File: src/rtl/adder_tree_accum_pkg.sv
// adder_tree_accum_pkg: shared types and constant helpers for the adder tree accumulator
package adder_tree_accum_pkg;
  typedef enum logic {START, ACCUM} acc_state_e;
  function automatic int clog2(input int n);
    int r;
    for (r = 0; (1 << r) < n; r++) ;
    return r;
  endfunction
  // Bit offset of tree level s inside the flattened all-levels bus
  function automatic int lvl_off(input int nch, input int w, input int s);
    return w * (2 * nch - 2 * (nch >> s));
  endfunction
endpackage

File: src/rtl/adder_tree_stage.sv
// adder_tree_stage: one registered level of pairwise adders with a travelling valid bit
module adder_tree_stage #(
  parameter int N = 2,
  parameter int W = 8
) (
  input  logic             iCLK,
  input  logic             iRST,
  input  logic             iEN,
  input  logic             ivalid,
  input  logic [N*W-1:0]   idata,
  output logic             ovalid,
  output logic [N/2*W-1:0] odata
);
  logic [N/2*W-1:0] sum;
  for (genvar i = 0; i < N / 2; i++) begin : g_add
    assign sum[i*W +: W] = idata[2*i*W +: W] + idata[(2*i+1)*W +: W];
  end
  always_ff @(posedge iCLK or posedge iRST)
    if (iRST) begin
      odata  <= '0;
      ovalid <= 1'b0;
    end else if (iEN) begin
      odata  <= sum;
      ovalid <= ivalid;
    end
endmodule

File: src/rtl/adder_tree_accum.sv
// adder_tree_accum: registered NCH-channel adder tree followed by a programmable-length accumulator
module adder_tree_accum
  import adder_tree_accum_pkg::*;
#(
  parameter int WL     = 4,
  parameter int NCH    = 8,
  parameter int SIGNED = 0,
  parameter int ACCW   = 4,
  localparam int LOGN  = clog2(NCH),
  localparam int OWL   = WL + LOGN + ACCW
) (
  input  logic              iCLK,
  input  logic              iRST,
  input  logic              iEN,
  input  logic              iVALID,
  input  logic [NCH*WL-1:0] idata,
  input  logic [ACCW-1:0]   iACC_LEN,
  input  logic              iCLR,
  output logic              oVALID,
  output logic [OWL-1:0]    odata
);
  localparam int TW = OWL * (2 * NCH - 1);
  logic [NCH*OWL-1:0] ext, x_q;
  logic               x_v;
  logic [TW-1:0]      tree;
  logic [LOGN:0]      tv;
  logic [OWL-1:0]     s, acc;
  logic               v;
  logic [ACCW-1:0]    cnt, len_q;
  acc_state_e         st;
  for (genvar k = 0; k < NCH; k++) begin : g_ext
    logic [WL-1:0] c;
    assign c = idata[k*WL +: WL];
    assign ext[k*OWL +: OWL] = {{(OWL-WL){SIGNED != 0 && c[WL-1]}}, c};
  end
  always_ff @(posedge iCLK or posedge iRST)
    if (iRST) begin
      x_q <= '0;
      x_v <= 1'b0;
    end else if (iEN) begin
      x_q <= ext;
      x_v <= iVALID;
    end
  // All levels share one flat bus: level 0 is the input register, level LOGN the final sum
  assign tree[NCH*OWL-1:0] = x_q;
  assign tv[0] = x_v;
  for (genvar l = 0; l < LOGN; l++) begin : g_lvl
    adder_tree_stage #(.N(NCH >> l), .W(OWL)) u_stage (
      .iCLK  (iCLK),
      .iRST  (iRST),
      .iEN   (iEN),
      .ivalid(tv[l]),
      .idata (tree[lvl_off(NCH, OWL, l) +: (NCH >> l) * OWL]),
      .ovalid(tv[l+1]),
      .odata (tree[lvl_off(NCH, OWL, l + 1) +: (NCH >> (l + 1)) * OWL])
    );
  end
  assign s  = tree[TW-1 -: OWL];
  assign v  = tv[LOGN];
  assign st = (cnt == '0) ? START : ACCUM;
  // Clear outranks the enable and drops any tree result arriving in the same cycle
  always_ff @(posedge iCLK or posedge iRST)
    if (iRST) begin
      acc    <= '0;
      cnt    <= '0;
      len_q  <= '0;
      odata  <= '0;
      oVALID <= 1'b0;
    end else if (iCLR) begin
      acc    <= '0;
      cnt    <= '0;
      oVALID <= 1'b0;
    end else if (iEN) begin
      oVALID <= 1'b0;
      if (v && st == START) begin
        len_q <= iACC_LEN;
        if (iACC_LEN == '0) begin
          odata  <= s;
          oVALID <= 1'b1;
        end else begin
          acc <= s;
          cnt <= 1;
        end
      end else if (v) begin
        if (cnt == len_q) begin
          odata  <= acc + s;
          oVALID <= 1'b1;
          cnt    <= '0;
        end else begin
          acc <= acc + s;
          cnt <= cnt + 1'b1;
        end
      end
    end
endmodule
File: config.mk
export PLATFORM = sky130hd
export DESIGN_NAME = adder_tree_accum
export DESIGN_NICKNAME = d
export VERILOG_FILES = /design/src/rtl/adder_tree_accum_pkg.sv /design/src/rtl/adder_tree_stage.sv /design/src/rtl/adder_tree_accum.sv
export SDC_FILE = /design/constraint.sdc
export NUM_CORES = 1
export LEC_CHECK = 0
export ABC_AREA = 0
export CAP_MARGIN = 40
export CORE_UTILIZATION = 45
export CTS_BUF_LIST = sky130_fd_sc_hd__clkbuf_2
export DETAILED_ROUTE_END_ITERATION = 10
export GPL_TIMING_DRIVEN = 0
export PLACE_DENSITY = 0.66
export SYNTH_ARGS = -nofsm -noshare
export SYNTH_HDL_FRONTEND = slang
export SYNTH_SLANG_ARGS = --single-unit
File: constraint.sdc
create_clock -name iCLK -period 4.1 [get_ports iCLK]
set_input_delay 0.41 -clock iCLK [delete_from_list [all_inputs] [get_ports iCLK]]
set_output_delay 0.41 -clock iCLK [all_outputs]
set_load 0.03 [all_outputs]
==> metrics <==
unrepaired setup endpoints after global routing=false; largest net degree at the start of global routing=60; Slew @ Worst Pin=0.743 ns; leakage=2.96 nW; DRT iter0 DRCs=115; CP Data Required Time=4.62 ns; post-route ant nets=0; met2 routed WL=5.29 mm; max-cap violations=0; Setup TNS Final=0 ns; Via Count=3796; drc violations=0; hold bufs inserted after CTS=0; crit end category=flip-flop; Power, Total=3.59 mW; commonest cells after routing, fill and taps aside=106 x dfrtp_1, 57 x mux2_2, 50 x clkdlybuf4s50_1; routed len/inst=14.4 µm; cells resized by post-CTS repair=0; class of the worst hold path=input port to asynchronous set/reset pin; crit share post-route=0.551; maximum clock path buffer count=2; Total GRT Usage=0.184; outcome=finished clean; ys async rst share=1.00; met3 WL=384 µm; EDFF count, synth=0; die area=13100 µm²; post-synth net total=593; TritonCTS Buffers=9; cells along the critical path=ha_1 -> fa_1 -> a21o_1 -> a2111oi_0 -> a211oi_1 -> mux2_2; I/O pin cnt=53; Clock transition at path regs=0.28 ns; sequential fraction of the synthesis area=0.467; Synth Warn #=0; WL final=10.7 mm; later-pin clock latency in the skew report=0.60 ns; DRT met1 WL=4.80 mm; PD cells=551 nW/µm²; initial antenna violation count=0; CP max-delay cell=dfrtp_1; Port Buffer Count=50; n_diodes=0; Syn Area/Cell=11.3 µm²; most common cell after layout, fill and taps aside=dfrtp_1; post-synthesis cell area=5680 µm²; critical path launch point type=flip-flop; highest routed layer=met4; Max FO, Critical Path=3; Vias/cell=5.14; H-tree levels=3; critical path's largest stage delay=0.48 ns; share of cells above drive strength 1=0.156; Final nets=655; Die Wd=114 µm; post-DP HPWL=8.05 mm; die height=114 µm; vias in the first global route=4023; Peak VDD IR=276 µV; #FFs+latches synth=106; pre-CTS WS=1.68 ns; kind of critical path=flip-flop to flip-flop; GP Congestion=0.874; Post-CTS Setup Inserts=0; post-route setup slack=1.84 ns; Worst path top cell family by delay=compound AO/OA/AOI/OAI gates; Final Setup Violations=0; post-synthesis cell type count=50; max-slew violations=0; Pre-antenna DRT Iters=5; ys flop type=dfrtp_1; setup skew after layout=0.0176 ns; Bufs and invs on worst path=0; Worst slew margin=0.505; CTS tree=done; clk root buf=clkbuf_2; first-pass GRT wire length=18.8 mm; core area=12200 µm²; Post-Syn Instances=503; FMAX=443 MHz; hold_ws=0.255 ns; Hold Violations, Final=0; Final Critical Period=2.26 ns; Initial Utilization=0.467; Worst EP arrival=2.78 ns; CTS sink cnt=106; Rows=40; grt total ovfl=0; Layout area overhead=14.6%
flip-flops by register name (all words and copies together), names as in the netlist:
register,flops
g_lvl.u_stage.odata,39
x_q,32
acc,11
odata,11
cnt,4
len_q,4
g_lvl.u_stage.ovalid,3
oVALID,1
x_v,1
area by class of cell:
type	count	area (µm²)
clock inverters	7	45.0
flip-flops and latches	106	2650
fillers	1101	5650
repair buffers	51	528
multi-input cells	334	2780
clock buffers	9	45.0
well taps	168	210
plain buffers	17	80.1
inverters	46	175
metrics by stage:
stage / utilization / instance area (µm²) / cells
2_1_floorplan: - / 5680 / 503
3_3_place_gp: 0.526 / 6390 / 721
3_5_place_dp: 0.528 / 6420 / 722
4_1_cts: 0.536 / 6520 / 738
5_1_grt: 0.536 / 6520 / 738
6_report: 0.536 / 6520 / 738
kinds of logic (layout without fill, tap and decap cells):
kind of cell / Yosys count / count (layout) / share of synthesized area
mux: 69 / 69 / 0.136
fa+ha+maj: 49 / 49 / 0.118
buf+inv: 63 / 130 / 0.0445
simple gates: 82 / 82 / 0.0718
flops: 106 / 106 / 0.467
compound gates: 106 / 106 / 0.120
xor+xnor: 28 / 28 / 0.0431
report_power, final:
group	internal [mW]	switching, mW
logic	0.812	0.832
clock network	0.0769	0.353
registers	1.32	0.192
total	2.21	1.38
cells in the mapped netlist, drive strengths merged, types with 6 or more instances:
cell type  number  area share
dfrtp         106        0.47
mux2           59        0.12
inv            46       0.030
ha             41       0.090
a21oi          35       0.032
nor2           33       0.022
nand2          25       0.017
o21ai          21       0.018
xnor2          19       0.029
a21o           16       0.021
buf            11       0.010
mux2i          10       0.018
xor2            9       0.014
fa              8       0.028
a211oi          7      0.0092
clkbuf          6      0.0040
per-layer routing:
| layer | up-vias | global-route usage |
|---|---|---|
| li1 | 1868 | - |
| met4 | 0 | 0.0485 |
| met3 | 13 | 0.0529 |
| met2 | 66 | 0.331 |
| met5 | - | 0 |
| met1 | 1849 | 0.215 |
final timing paths:
path	from	endpoint	slack, ns	cells past startpoint
setup / recovery	g_lvl[2].u_stage.odata[0]$_DFFE_PP0P_	odata[4]$_DFFE_PP0P_	1.84	6
hold / removal	iRST	g_lvl[1].u_stage.odata[15]$_DFFE_PP0P_	0.26	2
setup reg to reg	g_lvl[2].u_stage.odata[0]$_DFFE_PP0P_	odata[4]$_DFFE_PP0P_	1.84	6
hold reg to reg	oVALID$_DFFE_PP0P_	oVALID$_DFFE_PP0P_	0.53	1
max in group asynchronous	iRST	x_q[23]$_DFFE_PP0P_	3.16	3
min in group iCLK	iEN	g_lvl[2].u_stage.odata[4]$_DFFE_PP0P_	0.26	3
Power figures use the tool's default switching activity.
